$ cat src/rtl/vec_ser_pkg.sv
// Shared types and sizing helpers for the vector nibble serializer.
package vec_ser_pkg;

  typedef enum logic {IDLE, SHIFT} vec_ser_state_t;

  localparam int unsigned NIB_W_DEF = 4;

  // Index width for n nibbles; a single-nibble word still needs one bit.
  function automatic int unsigned idx_w(input int unsigned n);
    return (n < 2) ? 1 : $clog2(n);
  endfunction

endpackage

$ cat src/rtl/vec_ser_nib_mux.sv
// Combinational NIBBLES:1 selector: picks word[idx*NIB_W +: NIB_W].
module vec_ser_nib_mux #(
  parameter int unsigned NIBBLES = 9,
  parameter int unsigned NIB_W   = 4,
  parameter int unsigned IDX_W   = 4
) (
  input  logic [NIBBLES*NIB_W-1:0] word_i,
  input  logic [IDX_W-1:0]         idx_i,
  output logic [NIB_W-1:0]         nib_o
);

  // Out-of-range indices yield zero rather than an X slice.
  always_comb begin
    nib_o = '0;
    for (int unsigned i = 0; i < NIBBLES; i++) begin
      if (idx_i == IDX_W'(i)) nib_o = word_i[i*NIB_W +: NIB_W];
    end
  end

endmodule

$ cat src/rtl/vector_nibble_serializer.sv
// Captures one result word per handshake and streams it LSB nibble first.
// Optional odd-parity output out_par is enabled by defining VEC_SER_PARITY_EN.
module vector_nibble_serializer
  import vec_ser_pkg::*;
#(
  parameter  int unsigned NIBBLES = 9,
  parameter  int unsigned NIB_W   = NIB_W_DEF,
  parameter  int unsigned CNT_W   = 16,
  localparam int unsigned IDX_W   = idx_w(NIBBLES)
) (
  input  logic                     clk,
  input  logic                     rst,
  input  logic                     in_valid,
  output logic                     in_ready,
  input  logic [NIBBLES*NIB_W-1:0] in_data,
  output logic                     out_valid,
  input  logic                     out_ready,
  output logic [NIB_W-1:0]         out_nib,
  output logic [IDX_W-1:0]         out_idx,
  output logic                     out_last,
`ifdef VEC_SER_PARITY_EN
  output logic                     out_par,
`endif
  output logic [CNT_W-1:0]         word_cnt
);

  vec_ser_state_t           state_q, state_d;
  logic [NIBBLES*NIB_W-1:0] word_q, word_d;
  logic [IDX_W-1:0]         idx_q, idx_d;
  logic [CNT_W-1:0]         cnt_q, cnt_d;

  always_ff @(posedge clk or posedge rst) begin
    if (rst) begin
      state_q <= IDLE;
      word_q  <= '0;
      idx_q   <= '0;
      cnt_q   <= '0;
    end else begin
      state_q <= state_d;
      word_q  <= word_d;
      idx_q   <= idx_d;
      cnt_q   <= cnt_d;
    end
  end

  assign out_last = (state_q == SHIFT) && (idx_q == IDX_W'(NIBBLES - 1));

  always_comb begin
    state_d   = state_q;
    word_d    = word_q;
    idx_d     = idx_q;
    cnt_d     = cnt_q;
    in_ready  = 1'b0;
    out_valid = 1'b0;
    unique case (state_q)
      IDLE: begin
        in_ready = 1'b1;
        if (in_valid) begin
          word_d  = in_data;
          idx_d   = '0;
          state_d = SHIFT;
        end
      end
      SHIFT: begin
        out_valid = 1'b1;
        if (out_ready) begin
          if (!out_last) begin
            idx_d = idx_q + IDX_W'(1);
          end else begin
            // Last beat doubles as an accept slot so words stream with no bubble.
            in_ready = 1'b1;
            cnt_d    = cnt_q + CNT_W'(1);
            idx_d    = '0;
            if (in_valid) begin
              word_d = in_data;
            end else begin
              state_d = IDLE;
            end
          end
        end
      end
      default: state_d = IDLE;
    endcase
  end

  vec_ser_nib_mux #(
    .NIBBLES (NIBBLES),
    .NIB_W   (NIB_W),
    .IDX_W   (IDX_W)
  ) u_nib_mux (
    .word_i (word_q),
    .idx_i  (idx_q),
    .nib_o  (out_nib)
  );

`ifdef VEC_SER_PARITY_EN
  logic [NIB_W-1:0] nib_d;
  logic             par_q;

  // Parity is computed from the next word/index so it updates on the same edge as the nibble.
  vec_ser_nib_mux #(
    .NIBBLES (NIBBLES),
    .NIB_W   (NIB_W),
    .IDX_W   (IDX_W)
  ) u_par_mux (
    .word_i (word_d),
    .idx_i  (idx_d),
    .nib_o  (nib_d)
  );

  always_ff @(posedge clk or posedge rst) begin
    if (rst) par_q <= 1'b1;
    else     par_q <= ~^nib_d;
  end

  assign out_par = par_q;
`endif

  assign out_idx  = idx_q;
  assign word_cnt = cnt_q;

endmodule

$ cat config.mk
export PLATFORM = sky130hd
export DESIGN_NAME = vector_nibble_serializer
export DESIGN_NICKNAME = d
export VERILOG_FILES = /design/src/rtl/vec_ser_pkg.sv /design/src/rtl/vec_ser_nib_mux.sv /design/src/rtl/vector_nibble_serializer.sv
export SDC_FILE = /design/constraint.sdc
export NUM_CORES = 1
export LEC_CHECK = 0
export ABC_AREA = 1
export CAP_MARGIN = 0
export CORE_ASPECT_RATIO = 0.6
export CORE_MARGIN = 4
export CORE_UTILIZATION = 33
export CTS_BUF_LIST = sky130_fd_sc_hd__clkbuf_4
export CTS_CLUSTER_SIZE = 16
export DETAILED_ROUTE_END_ITERATION = 6
export PLACE_DENSITY = 0.68
export SKIP_CTS_REPAIR_TIMING = 1
export SLEW_MARGIN = 20
export SYNTH_ARGS = -nofsm -noshare
export SYNTH_HDL_FRONTEND = slang
export SYNTH_SLANG_ARGS = --single-unit
$ cat constraint.sdc
create_clock -name clk -period 1.9 [get_ports clk]
set_clock_uncertainty 0.2 [all_clocks]
set_input_delay 0.19 -clock clk [delete_from_list [all_inputs] [get_ports clk]]
set_output_delay 0.19 -clock clk [all_outputs]
set_load 0.005 [all_outputs]
# After elaboration in Yosys (flattened, before gate mapping)

Cells that the tools add are included.

Register bits: 57
Input port bits: 40
Word-level logic and storage cells: 48

$add $sub $neg: 2
Eq/ne operators: 11
Muxes and demuxes: 25
Bitwise gates (word level): 1
Reduce and logical (&&, ||, !) cells: 5

Operators with widths:

| cell                    | count |
|---|---|
| $mux W36                | 3 |
| $pmux W36 S2            | 1 |
| $mux W4                 | 12 |
| $add A16 B1 Y16 const B | 1 |
| $eq A4 B3 Y1 const B    | 4 |
| $eq A4 B2 Y1 const B    | 2 |
| $pmux W4 S2             | 1 |
| $mux W1                 | 6 |
| $ne A2 B2 Y1 const B    | 3 |
| $add A4 B1 Y4 const B   | 1 |
| $eq A4 B1 Y1 const B    | 1 |
| $eq A4 B4 Y1 const B    | 1 |
| $logic_not A4 Y1        | 1 |
| $pmux W1 S2             | 2 |
| $reduce_and A2 Y1       | 2 |
| $reduce_and A3 Y1       | 1 |
| $logic_and A1 B1 Y1     | 1 |
| $not A1 Y1              | 1 |

# Depth between registers and ports, before layout

Gate-level depths: netlist of the first run.

Depth in word-level cells: 10
Depth in mapped cells: 14
Mapped depth without buffers: 13

# Modules after synthesis

Synthesis of the first run repeated with hierarchy kept, for this count alone.

Cell total of the unflattened synthesis: 372
Area total of the unflattened synthesis: 2927.8 µm²

Modules (own cells, without submodules):

| module                   | instances | cells an instance | area an instance (µm²) | sequential area each (µm²) |
|---|---|---|---|---|
| vector_nibble_serializer | 1         | 293               | 2517.4                 | 1426.4 |
| vec_ser_nib_mux          | 1         | 79                | 410.4                  | 0.0 |

# Worst setup path after synthesis of the first run

Ideal clock, no wire load.

Path kind: reg-to-reg
Start point: register idx_q[0] (netlist: out_idx[0])
End point: register word_q[11]
Arrival: 1742 ps
Required time: 1575 ps
Path slack: -167 ps
Stages on the path, launching flop included: 10
Path through: dfrtp_1 inv_1 ha_1 nand3_2 nor2_4 inv_2 nand2_4 nand2_4 buf_6 mux2_4

Word-level cells in the longest chain between the ends: 4

Ends and longest elaborated chain:

| element                     | line                           | RTL |
|---|---|---|
| start, declared             | vector_nibble_serializer.sv:29 | `logic [IDX_W-1:0] idx_q, idx_d;` |
| start signal, assigned      | vector_nibble_serializer.sv:41 | `idx_q <= idx_d;` |
| $eq A4 B4 Y1                | vector_nibble_serializer.sv:46 | `assign out_last = (state_q == SHIFT) && (idx_q == IDX_W'(NIBBLES - 1));` |
| $logic_and A1 B1 Y1         | vector_nibble_serializer.sv:46 |  |
| $ne A2 B2 Y1 (no line)      | --                             |  |
| $reduce_and A2 Y1 (no line) | --                             |  |
| end signal, assigned        | vector_nibble_serializer.sv:40 | `word_q <= word_d;` |
| end, declared               | vector_nibble_serializer.sv:28 | `logic [NIBBLES*NIB_W-1:0] word_q, word_d;` |

Every way passes these cells.
A chain may end at the register's enable or synchronous reset.

# Worst setup path after layout of the first run

Start point: register idx_q[1] (netlist: out_idx[1])
End point: output port out_nib[0]

Word-level cells in the longest chain between the ends: 10

Ends and longest elaborated chain:

| element              | line                           | RTL |
|---|---|---|
| $logic_not A4 Y1     | vec_ser_nib_mux.sv:16          | `if (idx_i == IDX_W'(i)) nib_o = word_i[i*NIB_W +: NIB_W];` |
| $mux W4 (8 in a row) | vec_ser_nib_mux.sv:16          |  |
| $mux W4 (*)          | vec_ser_nib_mux.sv:16          |  |
| end, declared        | vector_nibble_serializer.sv:18 | `output logic [NIB_W-1:0] out_nib,` |

Every way passes the cells marked *; elsewhere a longest branch is shown, timed or not.

==> results.sh, run 1 <==
export IMPL_antenna_left=0
export IMPL_fmax_ghz=0.410
export IMPL_layout_nets=472
export IMPL_cp_arrival_ns=2.05
export IMPL_cts_path_max_buffers=2
export IMPL_drive_above_1_share_pct=38.6
export IMPL_dieArea_mm2=0.0106
export IMPL_initial_core_util_pct=34.4
export IMPL_clk_latency_ns=0.41
export IMPL_async_flop_share_pct=100
export IMPL_grt_pass1_vias=2414
export IMPL_crit_top_cell="nand2_1"
export IMPL_antenna_found_initial=0
export IMPL_max_cap_violations=0
export IMPL_cts_tree="yes"
export IMPL_timing_hold_ws_ns=0.193
export IMPL_final_setup_worst_slack_ns=-0.540
export IMPL_failed_checks="setup timing"
export IMPL_path_clk_slew_ns=0.09
export IMPL_setup_viol=60
export IMPL_crit_buf_inv=4
export IMPL_drcViolationCount=0
export IMPL_switching_share_pct=36.5
export IMPL_internal_power_mw=3.73
export IMPL_track_usage_pct=14.9
export IMPL_hpwl_um=5330
export IMPL_period_minus_slack_ns=2.44
export IMPL_antenna_cells=0
export IMPL_start_kind="register"
export IMPL_multiInputGateArea_mm2=0.00162
export IMPL_status="finished, violations left"
export IMPL_synth_edff_count=0
export IMPL_syn_area_per_cell_um2=9.88
export IMPL_pwr_share_clk_pct=12.4
export IMPL_p_leak_nw=2.40
export IMPL_io_pins=67
export IMPL_critPathTopFamily="simple AND/OR/NAND/NOR gates"
export IMPL_drt_first_pass_iters=4
export IMPL_tightest_slew_ns=0.347
export IMPL_via_per_inst=4.58
export IMPL_drv_slew=0
export IMPL_place_congestion=0.867
export IMPL_syn_to_final_growth_pct=58.5
export IMPL_fin_area_mm2=0.00470
export IMPL_ys_ff_latch=57
export IMPL_worst_ep_required_time_ns=1.51
export IMPL_row_count=26
export IMPL_root_buffer="clkbuf_4"
export IMPL_path_cells="inv_4, buf_6, ha_4, buf_6, nand4_1, nand3_1, nand2_1, nand2_1, nand2_1, nand2_1, nand3_2, nand3_2, buf_6"
export IMPL_seqPwrFrac_pct=34.1
export IMPL_finalPower_mw=5.87
export IMPL_crit_fanout=5
export IMPL_yosysSeqAreaShare_pct=48.1
export IMPL_vias=2480
export IMPL_hold_viol=0
export IMPL_rsz0062_at_grt="true"
export IMPL_fin_crit_sh_pct=128
export IMPL_htreeDepth=3
export IMPL_synthCells=300
export IMPL_slew_headroom_pct=76.7
export IMPL_drt_wl_total_um=8230
export IMPL_cp_end_kind="output pin"
export IMPL_core_area_mm2=0.00862
export IMPL_syn_nets=345
export IMPL_synth_area_mm2=0.00296
export IMPL_synth_flop_cell="dfrtp_1"
export IMPL_cts_buffers=9
export IMPL_switchingPower_mw=2.15
export IMPL_yosysUniqueCellTypes=25
export IMPL_highest_layer="met4"
export IMPL_seq_area_mm2=0.00143
export IMPL_drt_iter0_drc=178
export IMPL_met1Wirelength_um=4070
export IMPL_min_path_type="input port to register"
export IMPL_grt_max_degree=58
export IMPL_grt_pass1_wl_um=11900
export IMPL_met2_length_um=3470
export IMPL_routedWlPerCell_um=15.2
export IMPL_fillers=721
export IMPL_critPathSlowestCell="dfrtp_2"
export IMPL_gr_total_overflow=0
export IMPL_fin_setup_tns_ns=-23.61
export IMPL_clock_sinks=57
export IMPL_wl_met3_um=585
export IMPL_die_w_um=130
export IMPL_yosysWarnings=0
export IMPL_worst_path_largest_cell_delay_ns=0.45
export IMPL_place_area_mm2=0.00400
export IMPL_combPwrFrac_pct=53.5
export IMPL_dp_slack_ns=-0.568
export IMPL_port_buffer_count=66
export IMPL_ir_drop_uv=639
export IMPL_worstSetupPathType="register to output pin"
export IMPL_die_h_um=81.4
export IMPL_p_per_area_mw_per_mm2=1250
-- worst paths after layout --
kind	from	endpoint	slack [ns]	cells past startpoint
worst max-delay path	out_idx[1]	out_nib[0]	-0.54	13
worst min-delay path	in_data[33]	word_q[33]	0.19	2
worst min register to register	word_cnt[9]	word_cnt[9]	0.29	1
max in group asynchronous	rst	word_cnt[3]	0.71	4
min in group asynchronous	rst	word_q[11]	0.51	4
worst max register to register	out_idx[1]	word_q[6]	-0.49	13
-- final cells by class --
type | count | area share [%]
sequential | 57 | 30.5
inverter | 39 | 3.43
timing repair buffer | 122 | 26.6
clock inverter | 1 | 0.106
clock buffer | 13 | 2.08
multi-input combinational | 198 | 34.4
tap | 112 | 2.98
-- kinds of logic (layout without fill, tap and decap cells) --
kind of cell	count (synthesis)	in the layout	synth area share [%]
and+or+nand+nor	128	128	20.2
DFF	57	57	48.1
buffers and inverters	45	175	6.58
muxes	30	30	14.9
AOI/OAI and AO/OA	19	19	3.29
xor gates and xnor gates	16	16	4.73
adders and majority gates	5	5	2.11
-- power by group through the flow --
stage	logic, mW	registers [mW]	clock network, mW
floorplan	1.46	1.89	0
global placement	2.47	1.97	0
detailed placement	2.52	1.98	0
CTS	2.56	1.96	0.759
global route	3.43	2.06	0.823
finish	3.14	2.00	0.730
-- cell usage after synthesis, types with 3 or more instances --
library cell / number / area, um^2
nand2_1: 59 / 221
nand4_1: 7 / 43.8
nor3_1: 3 / 15.0
buf_6: 3 / 33.8
a21oi_1: 7 / 35.0
o21ai_0: 11 / 55.1
dfrtp_1: 57 / 1430
ha_1: 5 / 62.6
xnor2_1: 6 / 52.6
mux2_4: 28 / 420
nand3_1: 24 / 120
nor2_1: 21 / 78.8
xor2_1: 10 / 87.6
inv_1: 37 / 139
buf_2: 3 / 15.0
or2_2: 4 / 25.0
-- stage by stage --
| stage | util [%] | instances |
|---|---|---|
| after floorplan | - | 300 |
| after global placement | 46.4 | 503 |
| after detailed placement | 46.4 | 503 |
| after CTS | 47.5 | 517 |
| after global routing | 54.5 | 542 |
| final | 54.5 | 542 |
-- layer usage --
metal,vias up,track usage [%]
met2,79,20.3
li1,1230,-
met5,-,0
met1,1161,21.1
met3,10,6.11
met4,0,4.93
-- sequential cells by signal, indices dropped and copies added (netlist names) --
name / count
out_idx: 4
word_q: 36
state_q: 1
word_cnt: 16
-- layout by cell type, fill, tap and decap left out, types with 5 or more instances in the layout --
| cell type | n |
|---|---|
| nand3_2 | 7 |
| dfrtp_1 | 53 |
| nor2_1 | 10 |
| xnor2_1 | 5 |
| nand3_1 | 16 |
| a21oi_1 | 5 |
| nor2_2 | 5 |
| clkdlybuf4s50_1 | 56 |
| buf_6 | 18 |
| nand2_2 | 5 |
| nor2_4 | 8 |
| clkbuf_4 | 13 |
| xor2_1 | 8 |
| mux2_4 | 29 |
| buf_4 | 32 |
| inv_1 | 31 |
| o21ai_0 | 5 |
| dlymetal6s2s_1 | 5 |
| nand4_1 | 7 |
| nand2_1 | 52 |
Power figures use the tool's default switching activity.
==> run 2, diff against run 1 <==
--- a/config.mk
+++ b/config.mk
@@ -9,11 +9,11 @@
 export CAP_MARGIN = 0
 export CORE_ASPECT_RATIO = 0.6
 export CORE_MARGIN = 4
-export CORE_UTILIZATION = 33
+export CORE_UTILIZATION = 47
 export CTS_BUF_LIST = sky130_fd_sc_hd__clkbuf_4
 export CTS_CLUSTER_SIZE = 16
 export DETAILED_ROUTE_END_ITERATION = 6
-export PLACE_DENSITY = 0.68
+export PLACE_DENSITY = 0.88
 export SKIP_CTS_REPAIR_TIMING = 1
 export SLEW_MARGIN = 20
 export SYNTH_ARGS = -nofsm -noshare
==> results.sh, run 2 (synthesis gave the netlist of run 1 again) <==
export IMPL_htreeDepth=3
export IMPL_fin_setup_tns_ns=-13.02
export IMPL_failed_checks="setup timing"
export IMPL_hold_viol=0
export IMPL_antenna_left=0
export IMPL_antenna_found_initial=0
export IMPL_setup_viol=52
export IMPL_drt_iter0_drc=164
export IMPL_start_kind="register"
export IMPL_port_buffer_count=66
export IMPL_worstSetupPathType="register to output pin"
export IMPL_root_buffer="clkbuf_4"
export IMPL_initial_core_util_pct=48.5
export IMPL_track_usage_pct=19.3
export IMPL_drt_wl_total_um=8710
export IMPL_r2r_start="out_idx[0]"
export IMPL_place_congestion=0.849
export IMPL_via_per_inst=5.17
export IMPL_die_w_um=111
export IMPL_drive_above_1_share_pct=36.8
export IMPL_hpwl_um=5320
export IMPL_hp_start="in_data[34]"
export IMPL_fmax_ghz=0.404
export IMPL_max_flop_register="word_q"
export IMPL_period_minus_slack_ns=2.48
export IMPL_row_count=22
export IMPL_worst_path_largest_cell_delay_ns=0.48
export IMPL_crit_fanout=6
export IMPL_cts_buffers=9
export IMPL_drv_slew=0
export IMPL_rsz0062_at_grt="true"
export IMPL_routedWlPerCell_um=17.0
export IMPL_die_h_um=69.5
export IMPL_status="finished, violations left"
export IMPL_cp_arrival_ns=2.09
export IMPL_ir_drop_uv=745
export IMPL_path_clk_slew_ns=0.10
export IMPL_clk_latency_ns=0.40
export IMPL_largest_reg_flops=36
export IMPL_cts_path_max_buffers=2
export IMPL_critPathTopFamily="simple AND/OR/NAND/NOR gates"
export IMPL_finalPower_mw=5.73
export IMPL_crit_buf_inv=2
export IMPL_crit_top_cell="nand2_1"
export IMPL_gr_total_overflow=0
export IMPL_syn_to_final_growth_pct=52.6
export IMPL_fillers=382
export IMPL_fin_crit_sh_pct=130
export IMPL_startpoint="out_idx[0]"
export IMPL_clock_sinks=57
export IMPL_drt_first_pass_iters=4
export IMPL_final_setup_worst_slack_ns=-0.575
export IMPL_max_cap_violations=0
export IMPL_layout_nets=468
export IMPL_path_cells="buf_6, ha_4, nor2_4, nand3_2, nand3_2, nand2_1, nand2_1, nand2_1, nand2_1, nand2_1, nand2_1, nand2_1, nand2_1, clkbuf_2"
export IMPL_grt_max_degree=58
export IMPL_dp_slack_ns=-0.538
export IMPL_p_leak_nw=2.31
export IMPL_grt_pass1_vias=2371
export IMPL_worst_ep_required_time_ns=1.51
export IMPL_min_path_type="input port to register"
export IMPL_dieArea_mm2=0.00768
export IMPL_cts_tree="yes"
export IMPL_drcViolationCount=0
export IMPL_final_cell_mix="56 x clkdlybuf4s50_1, 56 x dfrtp_1, 52 x nand2_1"
export IMPL_p_per_area_mw_per_mm2=1270
export IMPL_io_pins=67
export IMPL_cp_end_kind="output pin"
export IMPL_slew_headroom_pct=75.9
export IMPL_antenna_cells=0
export IMPL_tightest_slew_ns=0.359
export IMPL_vias=2644
export IMPL_grt_pass1_wl_um=11800
export IMPL_critPathSlowestCell="dfrtp_2"
export IMPL_core_area_mm2=0.00611
## run 2: cell count changes in the layout (fill, tap and decap cells not counted), moves of 4 or more
| cell | before | now |
|---|---|---|
| nand3_2 | 7 | 12 |
| clkbuf_4 | 13 | 9 |
| nand3_1 | 16 | 12 |
| buf_6 | 18 | 13 |
## run 2: metrics by stage
stage / hold slack, ns / util [%] / cells / area (um^2)
6_report: 0.191 / 74.0 / 511 / 4520
5_1_grt: 0.186 / 74.0 / 511 / 4520
4_1_cts: -0.0406 / 66.6 / 492 / 4070
3_5_place_dp: 0.290 / 65.1 / 477 / 3980
3_3_place_gp: 0.287 / 65.1 / 477 / 3980
2_1_floorplan: 0.0971 / - / 300 / 2990
## run 2: final timing paths
check	cells after the start	slack [ns]	endpoint
worst max-delay path	14	-0.58	out_nib[2]
worst min-delay path	2	0.19	word_q[34]
worst max register to register	12	-0.45	word_cnt[13]
worst min register to register	1	0.31	word_cnt[9]
max in group asynchronous	4	0.72	out_idx[0]
min in group asynchronous	4	0.52	word_cnt[14]
## run 2: area by class of cell
class | instances | area, um^2 | share of cell area, %
repair buffers | 118 | 1150 | 25.4
inverters | 39 | 156 | 3.46
flip-flops and latches | 57 | 1430 | 31.6
clock inverters | 6 | 26.3 | 0.581
well taps | 84 | 105 | 2.32
clock buffers | 9 | 67.6 | 1.49
multi-input cells | 198 | 1590 | 35.1
## run 2: where the power goes
part           total, mW  internal (mW)  switching [mW]
Clock              0.692          0.242           0.451
Combinational       3.03           1.60            1.43
Sequential          2.01           1.66           0.351
Total               5.73           3.50            2.23
## run 2: per-layer routing
layer	part of all wire [%]	wire (um)	global-route usage, %	vias to the layer above
met1	45	3920	26.9	1279
met4	2.7	232	6.15	0
li1	-	-	-	1213
met3	8.0	693	8.02	30
met5	0	0	0	-
met2	44	3870	27.2	122
## run 2: worst reg2reg max path, cell delays in order (launching register included)
cell     delay, ns
dfrtp_2       0.48
inv_4         0.11
ha_4          0.16
buf_6         0.10
nand3_4       0.09
nor2_4        0.11
buf_4         0.12
nand4_1       0.11
nor3_2        0.32
nand2_1       0.18
nor2_1        0.14
nand2_1       0.09
nand2_1       0.09
==> run 3, diff against run 2 <==
==> constraint.sdc (replaced) <==
create_clock -name clk -period 1.9 [get_ports clk]
set_clock_uncertainty 0.2 [all_clocks]
set_input_delay 0.19 -clock clk [delete_from_list [all_inputs] [get_ports clk]]
set_output_delay 0.19 -clock clk [all_outputs]
set_load 0.1 [all_outputs]
==> results.sh, run 3 (synthesis gave the netlist of run 1 again) <==
export IMPL_status="finished, violations left"
export IMPL_failed_checks="setup timing"
export IMPL_cts_buffers=9
export IMPL_layout_nets=468
export IMPL_fin_cells=511
export IMPL_final_util_pct=79.1
export IMPL_cp_arrival_ns=2.30
export IMPL_die_w_um=111
export IMPL_drv_slew=0
export IMPL_dp_cells=477
export IMPL_port_buffer_count=66
export IMPL_drcViolationCount=0
export IMPL_met2_length_um=4360
export IMPL_drt_first_pass_iters=5
export IMPL_grt_pass1_wl_um=12500
export IMPL_max_flop_register="word_q"
export IMPL_root_buffer="clkbuf_4"
export IMPL_cp_end_kind="output pin"
export IMPL_start_kind="register"
export IMPL_worst_r2r_path_depth=12
export IMPL_antenna_found_initial=0
export IMPL_rsz0062_at_grt="true"
export IMPL_grt_pass1_vias=2586
export IMPL_p_per_area_mw_per_mm2=1640
export IMPL_tightest_slew_ns=0.704
export IMPL_io_pins=67
export IMPL_fin_crit_sh_pct=141
export IMPL_hold_viol=0
export IMPL_gr_total_overflow=0
export IMPL_max_cap_violations=0
export IMPL_worstHoldPathCells=3
export IMPL_routedWlPerCell_um=19.0
export IMPL_wl_met3_um=826
export IMPL_fillers=348
export IMPL_crit_top_cell="nand2_1"
export IMPL_path_clk_slew_ns=0.10
export IMPL_hpwl_um=5640
export IMPL_path_cells="inv_4, ha_4, buf_6, nor2_2, nand3_1, nand3_1, nand2_1, nand2_1, nand2_1, nand2_1, nand2_1, nand2_1, nand2_2, nand2_8, buf_12"
export IMPL_final_setup_worst_slack_ns=-0.787
export IMPL_final_common_cell="nand2_1"
export IMPL_row_count=22
export IMPL_via_per_inst=5.35
export IMPL_place_congestion=0.839
export IMPL_fin_setup_tns_ns=-12.88
export IMPL_syn_to_final_growth_pct=63.0
export IMPL_clk_latency_ns=0.40
export IMPL_vias=2732
export IMPL_largest_reg_flops=36
export IMPL_fmax_ghz=0.372
export IMPL_final_cell_mix="50 x nand2_1, 42 x dfrtp_1, 38 x clkdlybuf4s50_1"
export IMPL_track_usage_pct=20.7
export IMPL_ir_drop_uv=3520
export IMPL_die_h_um=69.5
export IMPL_dieArea_mm2=0.00768
export IMPL_drt_wl_total_um=9730
export IMPL_worst_path_largest_cell_delay_ns=0.46
export IMPL_highest_layer="met4"
export IMPL_worstSetupPathType="register to output pin"
export IMPL_cts_path_max_buffers=2
export IMPL_htreeDepth=3
export IMPL_met1Wirelength_um=4230
export IMPL_cts_tree="yes"
export IMPL_crit_fanout=5
export IMPL_drt_iter0_drc=309
export IMPL_fin_area_mm2=0.00483
export IMPL_place_area_mm2=0.00433
export IMPL_min_path_type="input port to register"
export IMPL_critPathSlowestCell="dfrtp_2"
export IMPL_period_minus_slack_ns=2.69
export IMPL_initial_core_util_pct=48.5
export IMPL_setup_viol=54
export IMPL_worst_ep_required_time_ns=1.51
export IMPL_slew_headroom_pct=53.1
export IMPL_timing_hold_ws_ns=0.185
export IMPL_clock_sinks=57
export IMPL_antenna_cells=0
export IMPL_drive_above_1_share_pct=45.2
export IMPL_grt_max_degree=58
export IMPL_core_area_mm2=0.00611
export IMPL_p_leak_nw=2.36
export IMPL_antenna_left=0
run 3: cell types whose count changed in the layout (fill, tap and decap cells not counted), sizes merged:
| cell | change |
|---|---|
| buf | +21 |
| clkbuf | -4 |
| clkdlybuf4s50 | -18 |
| clkinv | -1 |
| dlymetal6s2s | -4 |
| nand2 | +6 |
run 3: final cells by class:
| class | instances | area [um^2] | share of cell area, % |
|---|---|---|---|
| clock buffer | 10 | 75.1 | 1.55 |
| clock inverter | 5 | 23.8 | 0.492 |
| multi-input combinational | 204 | 1700 | 35.2 |
| sequential | 57 | 1450 | 29.9 |
| inverter | 39 | 154 | 3.19 |
| tap | 84 | 105 | 2.18 |
| timing repair buffer | 112 | 1330 | 27.5 |
run 3: through the flow:
stage          worst slack [ns]  power (mW)
6_report                 -0.787        7.92
2_1_floorplan            -0.469        4.93
4_1_cts                  -0.754        7.31
5_1_grt                  -0.899        8.27
3_5_place_dp             -0.288        6.59
3_3_place_gp             -0.177        6.47
run 3: path summary, 6_finish.rpt:
check | endpoint | slack, ns | startpoint
setup reg to reg | word_cnt[13] | -0.37 | out_idx[0]
setup / recovery | out_nib[2] | -0.79 | out_idx[1]
hold reg to reg | word_q[30] | 0.32 | word_q[30]
hold / removal | word_q[2] | 0.19 | in_data[2]
min in group asynchronous | word_q[2] | 0.51 | rst
max in group asynchronous | state_q | 0.71 | rst
run 3: critical path, delay by kind of cell (launching register included):
| kind | cells | cell delay [ns] |
|---|---|---|
| simple gates | 11 | 0.90 |
| flops | 1 | 0.46 |
| buf+inv | 3 | 0.35 |
| fa+ha+maj | 1 | 0.17 |
run 3: report_power, final:
part	internal, mW	leakage (nW)	switching, mW
clock	0.263	0.0632	0.450
combinational	2.16	1.61	3.01
sequential	1.67	0.681	0.374
total	4.09	2.36	3.83
run 3: routing by layer:
layer / GRT usage, % / vias to the layer above
met5: 0 / -
met2: 30.2 / 163
met3: 7.85 / 32
li1: - / 1217
met1: 28.9 / 1320
met4: 5.46 / 0
